$ cat src/rtl/mux2_arb_pkg.sv
// Shared types and constants for the two-requester round-robin mux arbiter.
package mux2_arb_pkg;

   typedef logic [1:0] state_t;

   localparam state_t IDLE  = 2'd0;
   localparam state_t GNT_A = 2'd1;
   localparam state_t GNT_B = 2'd2;

   localparam logic REQ_A = 1'b0;
   localparam logic REQ_B = 1'b1;

   localparam int unsigned DEFAULT_MAX_HOLD = 8;

endpackage

$ cat src/rtl/mux2_arbiter_if.sv
// Request/grant/data bundle between the two requesters and the mux arbiter.
interface mux2_arbiter_if;

   logic req_a;
   logic req_b;
   logic a;
   logic b;
   logic gnt_a;
   logic gnt_b;
   logic sel;
   logic y;
   logic busy;

   modport master (
      output req_a, req_b, a, b,
      input  gnt_a, gnt_b, sel, y, busy
   );

   modport slave (
      input  req_a, req_b, a, b,
      output gnt_a, gnt_b, sel, y, busy
   );

endinterface

$ cat src/rtl/mux2_hold_ctr.sv
// Counts contended cycles of the current grant; at_limit flags the last allowed one.
module mux2_hold_ctr
   import mux2_arb_pkg::*;
#(
   parameter int unsigned MAX_HOLD = DEFAULT_MAX_HOLD
) (
   input  logic clk,
   input  logic rst_n,
   input  logic clear,
   input  logic inc,
   output logic at_limit
);

   // A one-cycle limit needs no count; keep a 1-bit register so the width stays legal.
   localparam int unsigned CW = (MAX_HOLD > 1) ? $clog2(MAX_HOLD) : 1;
   localparam logic [CW-1:0] LIMIT = CW'(MAX_HOLD - 1);

   logic [CW-1:0] cnt_q, cnt_d;

   always_comb begin
      cnt_d = cnt_q;
      if (clear) begin
         cnt_d = '0;
      end else if (inc && (cnt_q != LIMIT)) begin
         cnt_d = cnt_q + 1'b1;
      end
   end

   always_ff @(posedge clk or negedge rst_n) begin
      if (!rst_n) begin
         cnt_q <= '0;
      end else begin
         cnt_q <= cnt_d;
      end
   end

   assign at_limit = (cnt_q == LIMIT);

endmodule

$ cat src/rtl/mux2_arbiter.sv
// Round-robin arbiter owning a shared 2:1 bit mux, with a starvation hold limit.
// Define MUX2_ARB_STATS_EN to add the saturating switch_cnt output.
module mux2_arbiter
   import mux2_arb_pkg::*;
#(
   parameter int unsigned MAX_HOLD = DEFAULT_MAX_HOLD,
   parameter int unsigned CNT_W    = 16
) (
   input  logic               clk,
   input  logic               rst_n,
`ifdef MUX2_ARB_STATS_EN
   output logic [CNT_W-1:0]   switch_cnt,
`endif
   mux2_arbiter_if.slave      bus
);

   state_t state_q, state_d;
   logic   last_q, last_d;
   logic   y_q, y_d;
   logic   both_req;
   logic   hold_clr;
   logic   hold_inc;
   logic   at_limit;
   logic   entering;

   assign both_req = bus.req_a & bus.req_b;

   always_comb begin
      state_d = state_q;
      case (state_q)
         IDLE: begin
            if (both_req) begin
               state_d = (last_q == REQ_B) ? GNT_A : GNT_B;
            end else if (bus.req_a) begin
               state_d = GNT_A;
            end else if (bus.req_b) begin
               state_d = GNT_B;
            end
         end
         GNT_A: begin
            if (!bus.req_a) begin
               state_d = bus.req_b ? GNT_B : IDLE;
            end else if (bus.req_b && at_limit) begin
               state_d = GNT_B;
            end
         end
         GNT_B: begin
            if (!bus.req_b) begin
               state_d = bus.req_a ? GNT_A : IDLE;
            end else if (bus.req_a && at_limit) begin
               state_d = GNT_A;
            end
         end
         default: state_d = IDLE;
      endcase
   end

   assign entering = (state_d != state_q) && (state_d != IDLE);

   always_comb begin
      last_d = last_q;
      if (state_d == GNT_A && state_q != GNT_A) begin
         last_d = REQ_A;
      end else if (state_d == GNT_B && state_q != GNT_B) begin
         last_d = REQ_B;
      end
   end

   // The hold count only means anything while the other side is waiting.
   assign hold_inc = (state_q != IDLE) && both_req;
   assign hold_clr = (state_d != state_q) || !both_req || (state_q == IDLE);

   always_comb begin
      y_d = 1'b0;
      if (state_q == GNT_A) begin
         y_d = bus.a;
      end else if (state_q == GNT_B) begin
         y_d = bus.b;
      end
   end

   always_ff @(posedge clk or negedge rst_n) begin
      if (!rst_n) begin
         state_q <= IDLE;
         last_q  <= REQ_B;
         y_q     <= 1'b0;
      end else begin
         state_q <= state_d;
         last_q  <= last_d;
         y_q     <= y_d;
      end
   end

   mux2_hold_ctr #(
      .MAX_HOLD (MAX_HOLD)
   ) u_hold_ctr (
      .clk      (clk),
      .rst_n    (rst_n),
      .clear    (hold_clr),
      .inc      (hold_inc),
      .at_limit (at_limit)
   );

   assign bus.gnt_a = (state_q == GNT_A);
   assign bus.gnt_b = (state_q == GNT_B);
   assign bus.sel   = (state_q == GNT_B);
   assign bus.busy  = (state_q == GNT_A) || (state_q == GNT_B);
   assign bus.y     = y_q;

`ifdef MUX2_ARB_STATS_EN
   logic [CNT_W-1:0] switch_cnt_q, switch_cnt_d;

   always_comb begin
      switch_cnt_d = switch_cnt_q;
      if (entering && (switch_cnt_q != {CNT_W{1'b1}})) begin
         switch_cnt_d = switch_cnt_q + 1'b1;
      end
   end

   always_ff @(posedge clk or negedge rst_n) begin
      if (!rst_n) begin
         switch_cnt_q <= '0;
      end else begin
         switch_cnt_q <= switch_cnt_d;
      end
   end

   assign switch_cnt = switch_cnt_q;
`else
   logic unused_entering;
   assign unused_entering = entering;
`endif

endmodule

$ cat src/flat_wrapper.sv
// flat-port wrapper written by rule: the top's interface ports become plain ports
module mux2_arbiter_flat import mux2_arb_pkg::*;
#(
   parameter int unsigned MAX_HOLD = DEFAULT_MAX_HOLD,
   parameter int unsigned CNT_W    = 16
)
  (clk, rst_n, bus_req_a, bus_req_b, bus_a, bus_b, bus_gnt_a, bus_gnt_b, bus_sel, bus_y, bus_busy);
  mux2_arbiter_if bus_i ();
  input  logic clk;
  input  logic rst_n;
  input wire logic [$bits(bus_i.req_a)-1:0] bus_req_a;
  input wire logic [$bits(bus_i.req_b)-1:0] bus_req_b;
  input wire logic [$bits(bus_i.a)-1:0] bus_a;
  input wire logic [$bits(bus_i.b)-1:0] bus_b;
  output wire logic [$bits(bus_i.gnt_a)-1:0] bus_gnt_a;
  output wire logic [$bits(bus_i.gnt_b)-1:0] bus_gnt_b;
  output wire logic [$bits(bus_i.sel)-1:0] bus_sel;
  output wire logic [$bits(bus_i.y)-1:0] bus_y;
  output wire logic [$bits(bus_i.busy)-1:0] bus_busy;
  assign bus_i.req_a = bus_req_a;
  assign bus_i.req_b = bus_req_b;
  assign bus_i.a = bus_a;
  assign bus_i.b = bus_b;
  assign bus_gnt_a = bus_i.gnt_a;
  assign bus_gnt_b = bus_i.gnt_b;
  assign bus_sel = bus_i.sel;
  assign bus_y = bus_i.y;
  assign bus_busy = bus_i.busy;
  mux2_arbiter #(.MAX_HOLD(MAX_HOLD), .CNT_W(CNT_W)) u_core (.clk(clk), .rst_n(rst_n), .bus(bus_i));
endmodule
$ cat config.mk
export PLATFORM = sky130hd
export DESIGN_NAME = mux2_arbiter_flat
export DESIGN_NICKNAME = d
export VERILOG_FILES = /design/src/rtl/mux2_arb_pkg.sv /design/src/rtl/mux2_arbiter_if.sv /design/src/rtl/mux2_hold_ctr.sv /design/src/rtl/mux2_arbiter.sv /design/src/flat_wrapper.sv
export SDC_FILE = /design/constraint.sdc
export NUM_CORES = 1
export LEC_CHECK = 0
export CORE_AREA = 5 5 42 44
export CTS_BUF_LIST = sky130_fd_sc_hd__clkbuf_8
export CTS_CLUSTER_SIZE = 8
export DETAILED_ROUTE_END_ITERATION = 7
export DIE_AREA = 0 0 47 49
export HOLD_SLACK_MARGIN = 0.08
export PLACE_DENSITY = 0.75
export SLEW_MARGIN = 20
export SYNTH_ARGS = -nofsm -noshare
export SYNTH_HDL_FRONTEND = slang
export SYNTH_HIERARCHICAL = 1
export SYNTH_SLANG_ARGS = --single-unit
$ cat constraint.sdc
create_clock -name clk -period 2.4 [get_ports clk]
set_input_delay 0.48 -clock clk [delete_from_list [all_inputs] [get_ports clk]]
set_output_delay 0.48 -clock clk [all_outputs]
set_load 0.01 [all_outputs]
==> results of run 1 <==
[sequential cells by signal, indices dropped and copies added, names as in the netlist]
register / count
u_core/u_hold_ctr/cnt_q: 3
u_core/state_q: 2
u_core/bus.y: 1
u_core/last_q: 1
[logic make-up (layout without fill, tap and decap cells)]
| group | after synthesis | after routing | synth area share |
|---|---|---|---|
| compound gates | 17 | 17 | 0.222 |
| buf+inv | 7 | 25 | 0.0690 |
| simple gates | 28 | 28 | 0.264 |
| mux | 1 | 1 | 0.0251 |
| flops | 7 | 7 | 0.295 |
| fa+ha+maj | 6 | 6 | 0.126 |
[layer usage]
layer	global-route usage	vias up	part of all wire	wire, microns
met5	0	-	0	0
met4	0.0829	0	0.021	29
met3	0.0369	3	0.071	98
met2	0.197	24	0.46	637
met1	0.184	254	0.45	620
li1	-	274	-	-
[worst max-delay path, stage by stage (launching register included)]
cell	delay [ps]
dfrtp_1	440
inv_1	170
ha_1	190
buf_4	150
clkdlybuf4s50_1	550
[metrics by stage]
step	utilization	instance area [sq um]	std cells	power, mW	hold WS [ps]
4_1_cts	0.563	790	100	0.807	468
5_1_grt	0.568	796	100	0.872	497
3_5_place_dp	0.531	744	96	0.634	462
6_report	0.568	796	100	0.809	463
2_1_floorplan	-	598	66	0.452	184
3_3_place_gp	0.531	744	96	0.627	456
[Yosys cell counts, drive strengths merged]
master	count	area [sq um]
nand2	10	37.5
o2111ai	1	8.76
a32o	1	10.0
o21ai	6	30.0
nand2b	5	31.3
buf	3	26.3
mux2	1	15.0
dfstp	1	26.3
inv	4	15.0
a21oi	2	10.0
a32oi	2	25.0
nand4bb	2	22.5
and3b	1	8.76
o21ba	1	10.0
a31oi	1	6.26
ha	6	75.1
nand4	1	6.26
a2111o	1	11.3
nor2	4	15.0
and2	1	6.26
o211ai	1	12.5
dfrtp	6	150
nor2b	2	20.0
a41oi	1	8.76
nand3	2	10.0
[power groups by stage]
stage	registers, mW	logic [mW]	clock network [mW]
floorplan	0.185	0.267	0
global placement	0.179	0.448	0
detailed placement	0.180	0.454	0
CTS	0.179	0.461	0.166
global route	0.186	0.511	0.176
finish	0.180	0.470	0.160
[layout make-up]
cell class / count / area (sq um)
fillers: 123 / 606
multi-input cells: 52 / 387
flip-flops and latches: 7 / 176
repair buffers: 17 / 153
clock buffers: 3 / 41.3
well taps: 16 / 20.0
inverters: 4 / 15.0
clock inverters: 1 / 3.75
[worst min-delay path by stage]
stage,slack (ps),from,cells past startpoint,end
after global placement,460,u_core/last_q,2,u_core/last_q
after floorplan,180,rst_n,0,u_core/bus.y
final,460,u_core/last_q,2,u_core/last_q
after global routing,500,u_core/last_q,2,u_core/last_q
after detailed placement,460,u_core/last_q,2,u_core/last_q
after CTS,470,u_core/last_q,2,u_core/last_q
[what timing repair did]
item	in CTS	in global routing
endpoints found under the setup margin	0	3
hold endpoints to repair	0	0
resized for setup	0	1
[cell usage in the layout (no fill, tap or decap), drive strengths merged, types with 2 or more instances in the layout]
cell / n
nand2b: 5
a32oi: 2
a21oi: 2
dfrtp: 6
clkdlybuf4s50: 10
nor2: 4
o21ai: 6
buf: 7
nor2b: 2
clkbuf: 3
nand3: 2
nand2: 10
inv: 5
nand4bb: 2
ha: 6
==> results.json, run 1 <==
{
  "status": "complete, no violations",
  "clockRootBuffer": "clkbuf_8",
  "dp_hpwl_microns": 1030,
  "dieArea_sq_um": 2300,
  "synth_cells": 66,
  "rsz0062_at_grt": "no",
  "finalCritPeriodShare": 0.919,
  "p_switching_uw": 313,
  "insertedDiodeCount": 0,
  "gp_congestion": 0.877,
  "synth-seq-cells": 7,
  "finalCriticalPeriod_ps": 2210,
  "overflow": 0,
  "drcViolationCount": 0,
  "hold_class": "flip-flop to flip-flop",
  "cts.htree.levels": 1,
  "ios": 11,
  "io_buffer_count": 10,
  "p_int_uw": 497,
  "clkPwrFrac": 0.197,
  "hold_viol": 0,
  "fp.dieW_microns": 47,
  "power_frac_comb": 0.581,
  "ant_nets": 0,
  "cap_violations": 0,
  "cp-startpoint": "u_core/state_q[0]",
  "finalSetupTns_ps": 0,
  "reg2reg_slack_ps": 200,
  "tightestPinTransition_ps": 349,
  "cellPowerDensity_nw_per_um2": 1020,
  "fin_skew_ps": 1.60,
  "postCtsSetupRepairBufs": 0,
  "wl_per_cell_microns": 13.9,
  "layout-drive-gt1-share": 0.202,
  "cts_tree": "done",
  "grt_use_total": 0.140,
  "hold_buffers": 0,
  "clk_path_buf_depth": 2,
  "leakagePower_nw": 0.358,
  "drv_slew": 0,
  "cts_buffers": 3,
  "synth_area_sq_um": 598,
  "r2r_start": "u_core/state_q[1]",
  "setup_viol": 0,
  "netSwitchingFraction": 0.386,
  "clk_pin_slew_worst_paths_ps": 40,
  "critPathKind": "flip-flop to primary output",
  "initial_utilization": 0.427,
  "avgSynthCellArea_sq_um": 9.06,
  "dr.pass1.iters": 4,
  "p_seq_frac": 0.222,
  "synth_nets": 78,
  "drt-vias-per-instance": 5.55,
  "drt-total-wl_microns": 1390,
  "grt_pass1_vias": 540,
  "seq_area_frac_synth": 0.295,
  "syn_to_final_growth_pct": 33.1,
  "vias": 555,
  "setup_slack_ps": 193,
  "max_freq_mhz": 453,
  "clock_latency_ps": 230,
  "worst-r2r-cell-count": 9,
  "ys_types": 29,
  "finalNetCount": 97,
  "core_sq_um": 1400,
  "ir_worst_vdd_v": 0.000716,
  "critPathLaunchType": "flip-flop",
  "worstSetupEndpointType": "primary output",
  "maxSlewHeadroom": 0.767,
  "grt_pass1_wl_microns": 2370,
  "die_y_microns": 49,
  "row_count": 14,
  "cp.required_ps": 1920,
  "grt_antenna_before_repair": 0,
  "first_iter_violations": 10,
  "dp_slack_ps": 96.9,
  "cts.sinks": 7,
  "ys_warn_count": 6,
  "crit_end": "bus_gnt_b",
  "grt_max_degree": 10,
  "worstReg2RegEnd": "u_core/u_hold_ctr/cnt_q[1]",
  "crit_fanout": 7,
  "arrival_ps": 1730
}
Note: power is estimated with default switching activity, not from simulation.
==> inputs of run 2 (changes only) <==
--- a/config.mk
+++ b/config.mk
@@ -5,13 +5,15 @@
 export SDC_FILE = /design/constraint.sdc
 export NUM_CORES = 1
 export LEC_CHECK = 0
-export CORE_AREA = 5 5 42 44
+export CELL_PAD_IN_SITES_DETAIL_PLACEMENT = 0
+export CELL_PAD_IN_SITES_GLOBAL_PLACEMENT = 1
+export CORE_MARGIN = 5
+export CORE_UTILIZATION = 39
 export CTS_BUF_LIST = sky130_fd_sc_hd__clkbuf_8
 export CTS_CLUSTER_SIZE = 8
 export DETAILED_ROUTE_END_ITERATION = 7
-export DIE_AREA = 0 0 47 49
 export HOLD_SLACK_MARGIN = 0.08
-export PLACE_DENSITY = 0.75
+export PLACE_DENSITY = 0.84
 export SLEW_MARGIN = 20
 export SYNTH_ARGS = -nofsm -noshare
 export SYNTH_HDL_FRONTEND = slang
==> results.json, run 2 (synthesized netlist as in run 1, its figures left out) <==
{
  "worstSetupEndpointType": "flip-flop",
  "clockRootBuffer": "clkbuf_8",
  "final_util": 0.535,
  "p_int_uw": 512,
  "ios": 11,
  "finalSetupTns_ps": 0,
  "hold_class": "flip-flop to flip-flop",
  "die_y_microns": 49.2,
  "dieArea_sq_um": 2420,
  "hold_buffers": 0,
  "first_iter_violations": 11,
  "stdcell_area_sq_um": 797,
  "postCtsSetupRepairBufs": 0,
  "setup_viol": 0,
  "total_power_uw": 810,
  "grt_pass1_wl_microns": 2310,
  "fin_skew_ps": 3.97,
  "clkPwrFrac": 0.192,
  "cts_buffers": 3,
  "drt-vias-per-instance": 5.46,
  "nFillCells": 131,
  "insertedDiodeCount": 0,
  "power_frac_comb": 0.586,
  "r2r_start": "u_core/u_hold_ctr/cnt_q[0]",
  "syn_to_final_growth_pct": 33.3,
  "row_count": 14,
  "finalNetCount": 98,
  "multi_input_area_sq_um": 380,
  "clk_pin_slew_worst_paths_ps": 40,
  "overflow": 0,
  "cts.sinks": 7,
  "fp.dieW_microns": 49.2,
  "arrival_ps": 2350,
  "grt_use_total": 0.118,
  "p_switching_uw": 298,
  "dr.pass1.iters": 4,
  "placed_cells": 97,
  "gp_congestion": 0.761,
  "setup_slack_ps": 140,
  "cap_violations": 0,
  "regMostFlops": "u_core/u_hold_ctr/cnt_q",
  "wl_per_cell_microns": 13.5,
  "seq_area_sq_um": 176,
  "hold_viol": 0,
  "vias": 551,
  "rsz0062_at_grt": "no",
  "grt_pass1_vias": 531,
  "dp_hpwl_microns": 1030,
  "drcViolationCount": 0,
  "clock_latency_ps": 220,
  "ant_nets": 0,
  "netSwitchingFraction": 0.368,
  "grt_antenna_before_repair": 0,
  "critPathKind": "flip-flop to flip-flop",
  "cts_resized": 0,
  "fin_cells": 101,
  "max_freq_mhz": 442,
  "cts.htree.levels": 1,
  "dp_slack_ps": 26.4,
  "io_buffer_count": 10,
  "worstReg2RegEnd": "u_core/u_hold_ctr/cnt_q[2]",
  "hold_end": "u_core/last_q",
  "holdWs_ps": 459,
  "drv_slew": 0,
  "drt-total-wl_microns": 1370,
  "initial_utilization": 0.402,
  "grt_max_degree": 10,
  "clk_path_buf_depth": 2,
  "p_seq_frac": 0.222,
  "tightestPinTransition_ps": 376,
  "crit_fanout": 8,
  "final_cell_mix": "clkdlybuf4s50_1 (10), nand2_1 (10), buf_4 (8), ha_1 (6), dfrtp_1 (6)",
  "cp.required_ps": 2490,
  "core_sq_um": 1490,
  "ir_worst_vdd_v": 0.000551,
  "critPathLaunchType": "flip-flop",
  "layout-drive-gt1-share": 0.200,
  "largest_register_ffs": 3,
  "finalCriticalPeriod_ps": 2260,
  "cts_tree": "done",
  "reg.largest.list": "u_core/u_hold_ctr/cnt_q x3, u_core/state_q x2",
  "placed_cell_area_sq_um": 752,
  "leakagePower_nw": 0.363,
  "worst-r2r-cell-count": 9,
  "cellPowerDensity_nw_per_um2": 1020,
  "finalCritPeriodShare": 0.942,
  "status": "complete, no violations",
  "whs_path_depth": 2,
  "hp-start": "u_core/last_q",
  "reg2reg_slack_ps": 140,
  "maxSlewHeadroom": 0.750
}
## run 2: layer usage
metal	wire [microns]	GRT usage	vias up
met5	0	0	-
li1	-	-	276
met3	75	0.0306	0
met1	689	0.160	259
met2	602	0.178	16
met4	0	0.0404	0
## run 2: layout make-up
class	instances	share of cell area
clock buffer	3	0.0518
inverter	4	0.0188
clock inverter	1	0.00471
sequential	7	0.221
multi-input combinational	52	0.477
timing repair buffer	18	0.201
tap	16	0.0251
## run 2: power by group through the flow
| stage | registers (mW) | clock network, mW | logic [mW] |
|---|---|---|---|
| after floorplan | 0.185 | 0 | 0.267 |
| after global placement | 0.183 | 0 | 0.476 |
| after detailed placement | 0.181 | 0 | 0.475 |
| after CTS | 0.180 | 0.162 | 0.477 |
| after global routing | 0.185 | 0.171 | 0.526 |
| final | 0.180 | 0.155 | 0.475 |
## run 2: worst max-delay path by stage
stage | cells past startpoint | end | from
after floorplan | 8 | u_core/u_hold_ctr/cnt_q[0] | u_core/u_hold_ctr/cnt_q[0]
after detailed placement | 7 | u_core/u_hold_ctr/cnt_q[0] | bus_req_b
after CTS | 9 | u_core/u_hold_ctr/cnt_q[2] | u_core/u_hold_ctr/cnt_q[0]
after global placement | 7 | u_core/u_hold_ctr/cnt_q[0] | bus_req_b
after global routing | 9 | u_core/u_hold_ctr/cnt_q[2] | u_core/u_hold_ctr/cnt_q[0]
final | 9 | u_core/u_hold_ctr/cnt_q[2] | u_core/u_hold_ctr/cnt_q[0]
## run 2: worst max-delay path: stages (launching register included)
cell	delay, ps
dfrtp_1	380
ha_1	200
ha_1	310
nand2b_1	210
o21ai_0	140
o21ai_0	140
o2111ai_1	360
buf_4	180
nand4bb_1	100
o21ai_1	90
==> inputs of run 3 (changes only) <==
--- a/config.mk
+++ b/config.mk
@@ -8,12 +8,12 @@
 export CELL_PAD_IN_SITES_DETAIL_PLACEMENT = 0
 export CELL_PAD_IN_SITES_GLOBAL_PLACEMENT = 1
 export CORE_MARGIN = 5
-export CORE_UTILIZATION = 39
+export CORE_UTILIZATION = 36
 export CTS_BUF_LIST = sky130_fd_sc_hd__clkbuf_8
 export CTS_CLUSTER_SIZE = 8
 export DETAILED_ROUTE_END_ITERATION = 7
 export HOLD_SLACK_MARGIN = 0.08
-export PLACE_DENSITY = 0.84
+export PLACE_DENSITY = 0.82
 export SLEW_MARGIN = 20
 export SYNTH_ARGS = -nofsm -noshare
 export SYNTH_HDL_FRONTEND = slang
==> constraint.sdc (replaced) <==
create_clock -name clk -period 1.87 [get_ports clk]
set_input_delay 0.374 -clock clk [delete_from_list [all_inputs] [get_ports clk]]
set_output_delay 0.374 -clock clk [all_outputs]
set_load 0.01 [all_outputs]
==> results.json, run 3 (synthesized netlist as in run 1, its figures left out) <==
{
  "die_y_microns": 50.8,
  "initial_utilization": 0.388,
  "reg.largest.list": "u_core/u_hold_ctr/cnt_q x3, u_core/state_q x2",
  "dr.pass1.iters": 4,
  "max_freq_mhz": 523,
  "violations": "setup timing",
  "hold_class": "input pin to async pin",
  "dieArea_sq_um": 2580,
  "crit_fanout": 5,
  "worst-r2r-cell-count": 9,
  "grt_max_degree": 10,
  "setup_slack_ps": -40.3,
  "total_power_mw": 1.30,
  "gp_congestion": 0.807,
  "status": "finished, violations left",
  "overflow": 0,
  "finalCriticalPeriod_ps": 1910,
  "vias": 601,
  "rsz0062_at_grt": "yes",
  "stdcell_area_sq_um": 1020,
  "grt_antenna_before_repair": 0,
  "dp_hpwl_microns": 1170,
  "critPathLaunchType": "flip-flop",
  "ir_worst_vdd_v": 0.000915,
  "critPathKind": "flip-flop to flip-flop",
  "first_iter_violations": 15,
  "reg2reg_slack_ps": -40,
  "worstSetupEndpointType": "flip-flop",
  "drv_slew": 0,
  "cts_buffers": 3,
  "cts.sinks": 7,
  "crit_end": "u_core/u_hold_ctr/cnt_q[0]",
  "cap_violations": 0,
  "cts.htree.levels": 1,
  "cellPowerDensity_nw_per_um2": 1270,
  "r2r_start": "u_core/u_hold_ctr/cnt_q[0]",
  "insertedDiodeCount": 0,
  "final_cell_mix": "buf_4 (21), nand2_1 (7), dlygate4sd2_1 (5), dfrtp_1 (5)",
  "clk_pin_slew_worst_paths_ps": 40,
  "drt-total-wl_microns": 1700,
  "fp.dieW_microns": 50.8,
  "grt_use_total": 0.140,
  "arrival_ps": 2020,
  "finalCritPeriodShare": 1.02,
  "ant_nets": 0,
  "syn_to_final_growth_pct": 70.9,
  "hold_viol": 0,
  "finalSetupTns_ps": -62.6,
  "leakagePower_nw": 0.464,
  "placed_cell_area_sq_um": 841,
  "grt_pass1_wl_microns": 2790,
  "tightestPinTransition_ps": 404,
  "largest_register_ffs": 3,
  "holdWs_ps": 401,
  "wl_per_cell_microns": 14.7,
  "io_buffer_count": 10,
  "row_count": 14,
  "layout-drive-gt1-share": 0.520,
  "multi_input_area_sq_um": 488,
  "finalNetCount": 113,
  "final_common_cell": "buf_4",
  "worstReg2RegEnd": "u_core/u_hold_ctr/cnt_q[0]",
  "maxSlewHeadroom": 0.731,
  "cts_tree": "done",
  "drcViolationCount": 0,
  "clk_path_buf_depth": 2,
  "drt-vias-per-instance": 5.18,
  "core_sq_um": 1540,
  "regMostFlops": "u_core/u_hold_ctr/cnt_q",
  "nFillCells": 121,
  "grt_pass1_vias": 640,
  "clockRootBuffer": "clkbuf_8",
  "fin_skew_ps": 5.05,
  "cp-startpoint": "u_core/u_hold_ctr/cnt_q[0]",
  "setup_viol": 3,
  "clock_latency_ps": 230,
  "hold_buffers": 0,
  "cp.required_ps": 1980,
  "ios": 11,
  "seq_area_sq_um": 178
}
[run 3: changes by cell type in the layout (fill, tap and decap cells not counted), moves of 5 or more]
cell             change
buf_4               +13
dlygate4sd2_1        +5
clkdlybuf4s50_1      -6
ha_1                 -5
[run 3: what timing repair did]
action | in CTS | in global routing
setup buffers | 2 | 3
cloned | 0 | 0
endpoints found under the setup margin | 8 | 4
hold endpoints to repair | 0 | 0
pin swaps | 9 | 9
resized for setup | 22 | 7
[run 3: final cells by class]
| cell class | count | share of cell area |
|---|---|---|
| sequential | 7 | 0.174 |
| tap | 16 | 0.0196 |
| clock inverter | 1 | 0.00367 |
| multi-input combinational | 52 | 0.477 |
| inverter | 4 | 0.0147 |
| timing repair buffer | 33 | 0.271 |
| clock buffer | 3 | 0.0404 |
[run 3: per-stage QoR]
step	std cells	worst slack [ps]	util
final	116	-40.3	0.663
after global placement	107	-287	0.545
after floorplan	66	5.33	-
after detailed placement	107	-337	0.545
after CTS	113	-59.3	0.629
after global routing	116	-130	0.663
[run 3: power breakdown]
part | switching, mW | internal, mW
clock network | 0.0640 | 0.142
logic | 0.410 | 0.448
registers | 0.0322 | 0.204
[run 3: per-layer routing]
layer	part of all wire	vias to the layer above	track usage
met5	0	-	0
met4	0.017	0	0.0894
met3	0.046	4	0.0325
met2	0.48	15	0.217
met1	0.46	278	0.173
li1	-	304	-
[run 3: worst max-delay path, stage by stage, from the launching register on]
cell	delay (ps)
dfrtp_1	390
ha_2	200
ha_4	180
nand2_2	60
o211ai_2	90
a32oi_2	260
nand3_2	120
o2111ai_4	130
nor2b_1	80
mux2_4	270
[run 3: worst min-delay path by stage]
stage / startpoint / endpoint / slack (ps) / depth (start not counted)
3_5_place_dp: u_core/last_q / u_core/last_q / 470 / 2
6_report: rst_n / u_core/state_q[1] / 400 / 1
2_1_floorplan: rst_n / u_core/bus.y / 80 / 0
3_3_place_gp: u_core/last_q / u_core/last_q / 460 / 2
5_1_grt: rst_n / u_core/state_q[1] / 420 / 1
4_1_cts: rst_n / u_core/state_q[1] / 410 / 1
